### src/rtl/n_term_loopback_cfg_if.sv
// Configuration frame bus for the north terminator tile: one data row plus the
// column frame strobes, driven by the previous tile or the configuration controller.
interface n_term_loopback_cfg_if #(
    parameter int MaxFramesPerCol = 20,
    parameter int FrameBitsPerRow = 32
);
    logic [FrameBitsPerRow-1:0] FrameData;
    logic [MaxFramesPerCol-1:0] FrameStrobe;

    modport master (output FrameData, output FrameStrobe);
    modport slave  (input  FrameData, input  FrameStrobe);
endinterface

### src/rtl/n_term_loopback_cfg.sv
// North-edge terminator tile: loops N_in back onto S_out through per-output
// frame-configured selects, with optional one-cycle regeneration registers.
//
// state  | meaning
// UNCONF | out of reset, no configuration loaded, outputs quiet
// LOAD   | owned frame strobes active, config being written, outputs quiet
// ACTIVE | configuration complete, loopback mux drives S_out
module n_term_loopback_cfg #(
    parameter int MaxFramesPerCol = 20,
    parameter int FrameBitsPerRow = 32,
    parameter int N_IN            = 36,
    parameter int N_OUT           = 36,
    parameter int CFG_BASE        = 0
) (
    input  logic                       UserCLK,
    input  logic                       RST_N,
    n_term_loopback_cfg_if.slave       cfg_bus,
    input  logic [N_IN-1:0]            N_in,
    output logic [N_OUT-1:0]           S_out,
    output logic [FrameBitsPerRow-1:0] FrameData_O,
    output logic [MaxFramesPerCol-1:0] FrameStrobe_O,
    output logic                       UserCLKo,
    output logic                       CfgActive
);
    localparam int SEL_BITS       = (N_IN > 1) ? $clog2(N_IN) : 1;
    localparam int F              = SEL_BITS + 1;
    localparam int CFG_USED       = N_OUT * F;
    localparam int NUM_CFG_FRAMES = (CFG_USED + FrameBitsPerRow - 1) / FrameBitsPerRow;
    localparam int CFG_W          = NUM_CFG_FRAMES * FrameBitsPerRow;

    if (CFG_BASE + NUM_CFG_FRAMES > MaxFramesPerCol) begin : g_cfg_range_err
        $error("n_term_loopback_cfg: CFG_BASE+NUM_CFG_FRAMES exceeds MaxFramesPerCol");
    end

    typedef enum logic [1:0] {
        UNCONF = 2'd0,
        LOAD   = 2'd1,
        ACTIVE = 2'd2
    } state_t;

    state_t                     state_q, state_d;
    logic [CFG_W-1:0]           cfg_q, cfg_d;
    logic [N_OUT-1:0]           pipe_q, pipe_d;
    logic [N_OUT-1:0]           src;
    logic [NUM_CFG_FRAMES-1:0]  frame_we;
    logic                       cs;
    logic                       out_en;

    assign FrameData_O   = cfg_bus.FrameData;
    assign FrameStrobe_O = cfg_bus.FrameStrobe;
    assign UserCLKo      = UserCLK;

    assign frame_we = cfg_bus.FrameStrobe[CFG_BASE +: NUM_CFG_FRAMES];
    assign cs       = |frame_we;

    // Overlapping strobes all take the same row.
    always_comb begin
        cfg_d = cfg_q;
        for (int k = 0; k < NUM_CFG_FRAMES; k++) begin
            if (frame_we[k]) begin
                cfg_d[k*FrameBitsPerRow +: FrameBitsPerRow] = cfg_bus.FrameData;
            end
        end
    end

    always_ff @(posedge UserCLK or negedge RST_N) begin
        if (!RST_N) begin
            cfg_q <= '0;
        end else begin
            cfg_q <= cfg_d;
        end
    end

    if (CFG_W > CFG_USED) begin : g_cfg_spare
        logic cfg_spare_unused;
        assign cfg_spare_unused = ^cfg_q[CFG_W-1:CFG_USED];
    end

    always_ff @(posedge UserCLK or negedge RST_N) begin
        if (!RST_N) begin
            state_q <= UNCONF;
        end else begin
            state_q <= state_d;
        end
    end

    always_comb begin
        state_d = state_q;
        case (state_q)
            UNCONF:  if (cs)  state_d = LOAD;
            LOAD:    if (!cs) state_d = ACTIVE;
            ACTIVE:  if (cs)  state_d = LOAD;
            default: state_d = UNCONF;
        endcase
    end

    always_comb begin
        out_en    = (state_q == ACTIVE);
        CfgActive = out_en;
    end

    for (genvar j = 0; j < N_OUT; j++) begin : g_out
        logic [SEL_BITS-1:0] sel;
        logic                regen;

        assign sel      = cfg_q[j*F +: SEL_BITS];
        assign regen    = cfg_q[j*F + SEL_BITS];
        assign src[j]   = (int'(sel) < N_IN) ? N_in[sel] : 1'b0;
        assign S_out[j] = out_en & (regen ? pipe_q[j] : src[j]);
    end

    // Pipes clear on the edge that leaves or enters ACTIVE, so a fresh mapping
    // never shows data sampled under the previous one.
    always_comb begin
        pipe_d = '0;
        if (state_q == ACTIVE && state_d == ACTIVE) begin
            pipe_d = src;
        end
    end

    always_ff @(posedge UserCLK or negedge RST_N) begin
        if (!RST_N) begin
            pipe_q <= '0;
        end else begin
            pipe_q <= pipe_d;
        end
    end
endmodule

### src/flat_wrapper.sv
// flat-port wrapper written by rule: the top's interface ports become plain ports
module n_term_loopback_cfg_flat 
#(
    parameter int MaxFramesPerCol = 20,
    parameter int FrameBitsPerRow = 32,
    parameter int N_IN            = 36,
    parameter int N_OUT           = 36,
    parameter int CFG_BASE        = 0
)
  (UserCLK, RST_N, N_in, S_out, FrameData_O, FrameStrobe_O, UserCLKo, CfgActive, cfg_bus_FrameData, cfg_bus_FrameStrobe);
  n_term_loopback_cfg_if #(.MaxFramesPerCol(MaxFramesPerCol), .FrameBitsPerRow(FrameBitsPerRow)) cfg_bus_i ();
  input  logic UserCLK;
  input  logic RST_N;
  input  logic [N_IN-1:0] N_in;
  output logic [N_OUT-1:0] S_out;
  output logic [FrameBitsPerRow-1:0] FrameData_O;
  output logic [MaxFramesPerCol-1:0] FrameStrobe_O;
  output logic UserCLKo;
  output logic CfgActive;
  input wire logic [$bits(cfg_bus_i.FrameData)-1:0] cfg_bus_FrameData;
  input wire logic [$bits(cfg_bus_i.FrameStrobe)-1:0] cfg_bus_FrameStrobe;
  assign cfg_bus_i.FrameData = cfg_bus_FrameData;
  assign cfg_bus_i.FrameStrobe = cfg_bus_FrameStrobe;
  n_term_loopback_cfg #(.MaxFramesPerCol(MaxFramesPerCol), .FrameBitsPerRow(FrameBitsPerRow), .N_IN(N_IN), .N_OUT(N_OUT), .CFG_BASE(CFG_BASE)) u_core (.UserCLK(UserCLK), .RST_N(RST_N), .cfg_bus(cfg_bus_i), .N_in(N_in), .S_out(S_out), .FrameData_O(FrameData_O), .FrameStrobe_O(FrameStrobe_O), .UserCLKo(UserCLKo), .CfgActive(CfgActive));
endmodule
### config.mk
export PLATFORM = sky130hd
export DESIGN_NAME = n_term_loopback_cfg_flat
export DESIGN_NICKNAME = d
export VERILOG_FILES = /design/src/rtl/n_term_loopback_cfg_if.sv /design/src/rtl/n_term_loopback_cfg.sv /design/src/flat_wrapper.sv
export SDC_FILE = /design/constraint.sdc
export NUM_CORES = 1
export LEC_CHECK = 0
export ABC_AREA = 1
export BUFFER_PORTS_ARGS = -buffer_cell sky130_fd_sc_hd__buf_2
export CORE_UTILIZATION = 55
export CTS_CLUSTER_DIAMETER = 120
export DETAILED_ROUTE_END_ITERATION = 10
export PLACE_DENSITY = 0.88
export SLEW_MARGIN = 10
export SYNTH_ARGS = -nofsm -noshare
export SYNTH_HDL_FRONTEND = slang
export SYNTH_SLANG_ARGS = --single-unit
export TNS_END_PERCENT = 50
### constraint.sdc
create_clock -name UserCLK -period 1.45 [get_ports UserCLK]
set_input_delay 0.145 -clock UserCLK [delete_from_list [all_inputs] [get_ports UserCLK]]
set_output_delay 0.145 -clock UserCLK [all_outputs]
set_load 0.1 [all_outputs]
==> impl_results.md, run 1 <==
- Result of the run: aborted with a tool error
- Failing step: global routing
- Tool error: [ERROR GRT-0232] Routing congestion too high. Check the congestion heatmap in the GUI.
- Ys Warns: 0
- Worst EP kind: output port
- Port Buf Inserts: 155
- Largest net degree at the start of global routing: 66
- Ys async rst share: 100%
- Initial core utilization: 55.8%
- Inst Count DP: 4951
- Mapped Nets: approximately 4100
- Syn Area/Cell: about 6.3 um^2
- Num ports: 180
- Syn Inst Count: ~4000
- Post-synthesis sequential area ratio: between 20% and 30%
- Row cnt: 78
- HPWL Detailed: between 70000 and 80000 um
- Top FF cell, synth: dfrtp_1
- Overall die width: about 220 um
- Die Y: 217 um
- EDFF count, synth: 0
- Post-Syn Area: about 25000 um^2
- Cell variety after synth: 27
- Register bit count reported by yosys: 290
- GRT overflow: 474
- Setup WS pre-CTS: -595 ps
- Tot GR Track Use: 89.5%
- GPL Wtd Cong: roughly 1.0
- Crit. endpoint post-GRT repair: S_out[17]
==> timing repair <==
| action | in CTS |
|---|---|
| resized for setup | 240 |
| hold buffers | 41 |
| hold endpoints to repair | 497 |
| setup endpoints to repair | 60 |
| setup buffers | 71 |
| pin swaps | 112 |
| gates cloned | 21 |
==> stage by stage <==
step,util (%),cell area [um^2]
3_5_place_dp,69.9,31700
4_1_cts,77.0,34900
3_3_place_gp,69.9,31700
2_1_floorplan,-,25500
==> metal layers <==
| layer | GRT usage (%) | overflow |
|---|---|---|
| met5 | 74.9 | 10 |
| met3 | 85.9 | 60 |
| met1 | 87.2 | 59 |
| met4 | 88.3 | 113 |
| met2 | 97.1 | 232 |
==> cells in the mapped netlist, types with 58 or more instances <==
cell type | count | area, um^2
inv_1 | 274 | 1030
nor2_1 | 226 | 848
nand3_2 | 58 | 581
o21ai_1 | 95 | 475
a21oi_1 | 235 | 1180
buf_4 | 110 | 826
nand2_1 | 1200 | 4500
dfrtp_1 | 290 | 7260
o21ai_0 | 400 | 2000
o211ai_1 | 246 | 1850
nand3_1 | 425 | 2130
clkbuf_1 | 82 | 308
buf_2 | 151 | 756
==> kinds of logic after synthesis <==
kind of cell / Yosys count / synth area share [%]
buf+inv: 724 / 14.3
compound gates: 1025 / 23.4
mux: 5 / 0.222
flops: 290 / 28.6
simple gates: 1969 / 33.4
==> inputs of run 2 (changes only) <==
--- a/config.mk
+++ b/config.mk
@@ -7,10 +7,9 @@
 export LEC_CHECK = 0
 export ABC_AREA = 1
 export BUFFER_PORTS_ARGS = -buffer_cell sky130_fd_sc_hd__buf_2
-export CORE_UTILIZATION = 55
-export CTS_CLUSTER_DIAMETER = 120
+export CORE_UTILIZATION = 40
 export DETAILED_ROUTE_END_ITERATION = 10
-export PLACE_DENSITY = 0.88
+export PLACE_DENSITY_LB_ADDON = 0.15
 export SLEW_MARGIN = 10
 export SYNTH_ARGS = -nofsm -noshare
 export SYNTH_HDL_FRONTEND = slang
==> constraint.sdc (replaced) <==
create_clock -name UserCLK -period 1.9 [get_ports UserCLK]
set_input_delay 0.19 -clock UserCLK [delete_from_list [all_inputs] [get_ports UserCLK]]
set_output_delay 0.19 -clock UserCLK [all_outputs]
set_load 0.1 [all_outputs]
==> run 2 against run 1 <==
Net effect:
- the flow now finishes, with violations (setup timing)
- synthesized area did not move
- synthesized cell count is the same
==> impl_results.md, run 2 <==
- Result of the run: complete, but fails checks
- Failing checks: setup timing
- Die Y: 254 um
- Mean routed wirelength per cell: 22.9 um
- Final worst path period need: 2650 ps
- GRT overflow: 0
- Vias in the first global route: 26200
- RSZ-0062 raised after global routing: yes
- Worst skew pair latency: between 700 and 800 ps
- Hold Path Class: input port to flop
- Commonest cells in the netlist: 1200 x nand2_1, 425 x nand3_1, 400 x o21ai_0, 290 x dfrtp_1, 274 x inv_1
- Synth top area cells: dfrtp_1 29%, nand2_1 18%, nand3_1 8.4%, o21ai_0 7.9%, o211ai_1 7.3%
- Worst vdd ir: a little over 500 uV
- FMAX: between 0.3 and 0.4 GHz
- Syn Area/Cell: 6.32 um^2
- Arr. time, crit path: around 2500 ps
- Final Skew: roughly 18 ps
- Via density: a little under 6
- Final worst setup slack: -754 ps
- Most common cell after layout, fill and taps aside: nand2_1
- Via count: slightly below 30000
- Port Buf Inserts: between 150 and 200
- GPL Wtd Cong: about 0.95
- Tcrit/Tclk final: 140%
- Crit start category: flop
- Post-Syn Area: between 20000 and 30000 um^2
- Layout area overhead: 30.6%
- Final hold violations: 0
- Cell variety after synth: 27
- DRT iter0 DRCs: 3695
- HPWL Detailed: approximately 77000 um
- Row cnt: between 90 and 100
- Mapped Nets: a little over 4000
- Pwr Density: just over 700 nW/um^2
- Clock Pin Slew Worst Setup and Hold Paths: 60 ps
- Worst path required time: between 1500 and 2000 ps
- Share of cells above drive strength 1: about 24%
- CTS tree: yes
- Number of nets with antenna violations after routing: 0
- Ys Warns: 0
- Tot GR Track Use: a little over a third
- Crit. End Element: output pin
- Worst-margin pin slew: between 1000 and 1500 ps
- Worst hold margin: around 17 ps
- Final wirelength: 118000 um
- First-pass GRT wire length: roughly 170000 um
- Top-area cell type share of the netlist area: 28.6%
- Overall die width: ~250 um
- Leak: 15.1 nW
- Post-synthesis sequential area ratio: 28.6%
- Max-slew violations: 0
- Fin nets: around 4400
- DRC viols: 0
- Largest net degree at the start of global routing: 66
- DIE AREA: 64400 um^2
- Top-count cell post-synth: nand2_1
- Initial antenna violation count: 4
- Max reg flops: roughly 250
- Worst Path Class, Setup: flop to output pin
- Largest registers: u_core.cfg_q x252, u_core.pipe_q x36, u_core.state_q x2
- Ys async rst share: 100%
- Syn Inst Count: between 4000 and 5000
- Reg with most FFs: u_core.cfg_q
- Initial core utilization: slightly above 40%
- Worst slew margin: 26.9%
- CP Max Fanout: 15
- Area leader, netlist: dfrtp_1
- Num ports: between 150 and 200
- Top FF cell, synth: dfrtp_1
- MaxCap Viol Count: 0
- Fillers: just over 6000
- Register bit count reported by yosys: 290
- Core Area: 62200 um^2
- Final setup viols: 36
- EDFF count, synth: 0
- Drt pass-1 iters: 6
- Post-layout util: 53.3%
- Commonest non-fill, non-tap cells in the layout: 1144 x nand2_1, 385 x o21ai_0, 376 x nand3_1
run 2: final timing paths:
| kind | start | to | slack, ps | depth (start not counted) |
|---|---|---|---|---|
| worst min register to register | u_core.state_q[1] | u_core.state_q[0] | 460 | 1 |
| max in group asynchronous | RST_N | u_core.cfg_q[154] | 220 | 3 |
| worst max-delay path | u_core.cfg_q[7] | S_out[1] | -750 | 10 |
| min in group asynchronous | RST_N | u_core.cfg_q[215] | 140 | 3 |
| worst max register to register | u_core.cfg_q[28] | u_core.pipe_q[4] | 180 | 12 |
| worst min-delay path | cfg_bus_FrameData[12] | u_core.cfg_q[236] | 20 | 4 |
run 2: critical path, stage by stage, from the launching register on:
cell and delay, ps:
dfrtp_2 480, clkbuf_16 200, o211ai_1 170, a21oi_1 100, nor2_1 130, nand2_1 100
nand3_2 110, nand3_2 90, nand2_4 130, clkinvlp_4 110, buf_12 170
run 2: final cells by class:
cell class	count	area, um^2	share of cell area [%]
inverters	319	1370	4.14
diodes	1	2.50	0.00756
clock inverters	10	100	0.302
clock buffers	64	1270	3.83
multi-input cells	2999	15000	45.3
flip-flops and latches	290	7290	22.0
repair buffers	618	7050	21.3
well taps	837	1050	3.16
run 2: stage by stage:
step	setup TNS, ps	area, um^2	power [mW]	instances	worst slack [ps]
floorplan	-1350	25500	12.4	4013	-56.6
global placement	-2270	30400	15.2	5004	-143
detailed placement	-2320	30400	15.2	5004	-132
CTS	-22390	32300	23.5	5109	-676
global route	-26670	33100	25.0	5137	-832
finish	-22180	33100	23.9	5138	-754
run 2: logic make-up after synthesis:
group           Yosys count  synth area share [%]
buf+inv                 724                  14.3
mux                       5                 0.222
compound gates         1025                  23.4
simple gates           1969                  33.4
flops                   290                  28.6
run 2: routing by layer:
layer | up-vias | wire length [um] | share of wire [%] | global-route usage [%]
li1 | 13800 | - | - | -
met1 | 13800 | 46700 | 40 | 47.0
met2 | 1628 | 51700 | 44 | 55.9
met3 | 408 | 12200 | 10 | 7.39
met4 | 2 | 6980 | 5.9 | 18.8
met5 | - | 13 | 0.011 | 0
run 2: where the power goes:
part	internal (mW)	switching [mW]	leakage (nW)	total (mW)
logic	3.24	5.25	10.9	8.49
clock network	4.84	3.41	0.682	8.25
registers	6.67	0.487	3.55	7.16
run 2: repair_timing:
| action | 4_1_cts | 5_1_grt |
|---|---|---|
| setup endpoints to repair | 37 | 36 |
| hold endpoints to repair | 368 | 0 |
| pin swaps | 37 | 81 |
| gates cloned | 6 | 16 |
| hold buffers | 22 | 0 |
| setup buffers | 4 | 12 |
| resized for setup | 116 | 123 |
Note: power is estimated with default switching activity, not from simulation.
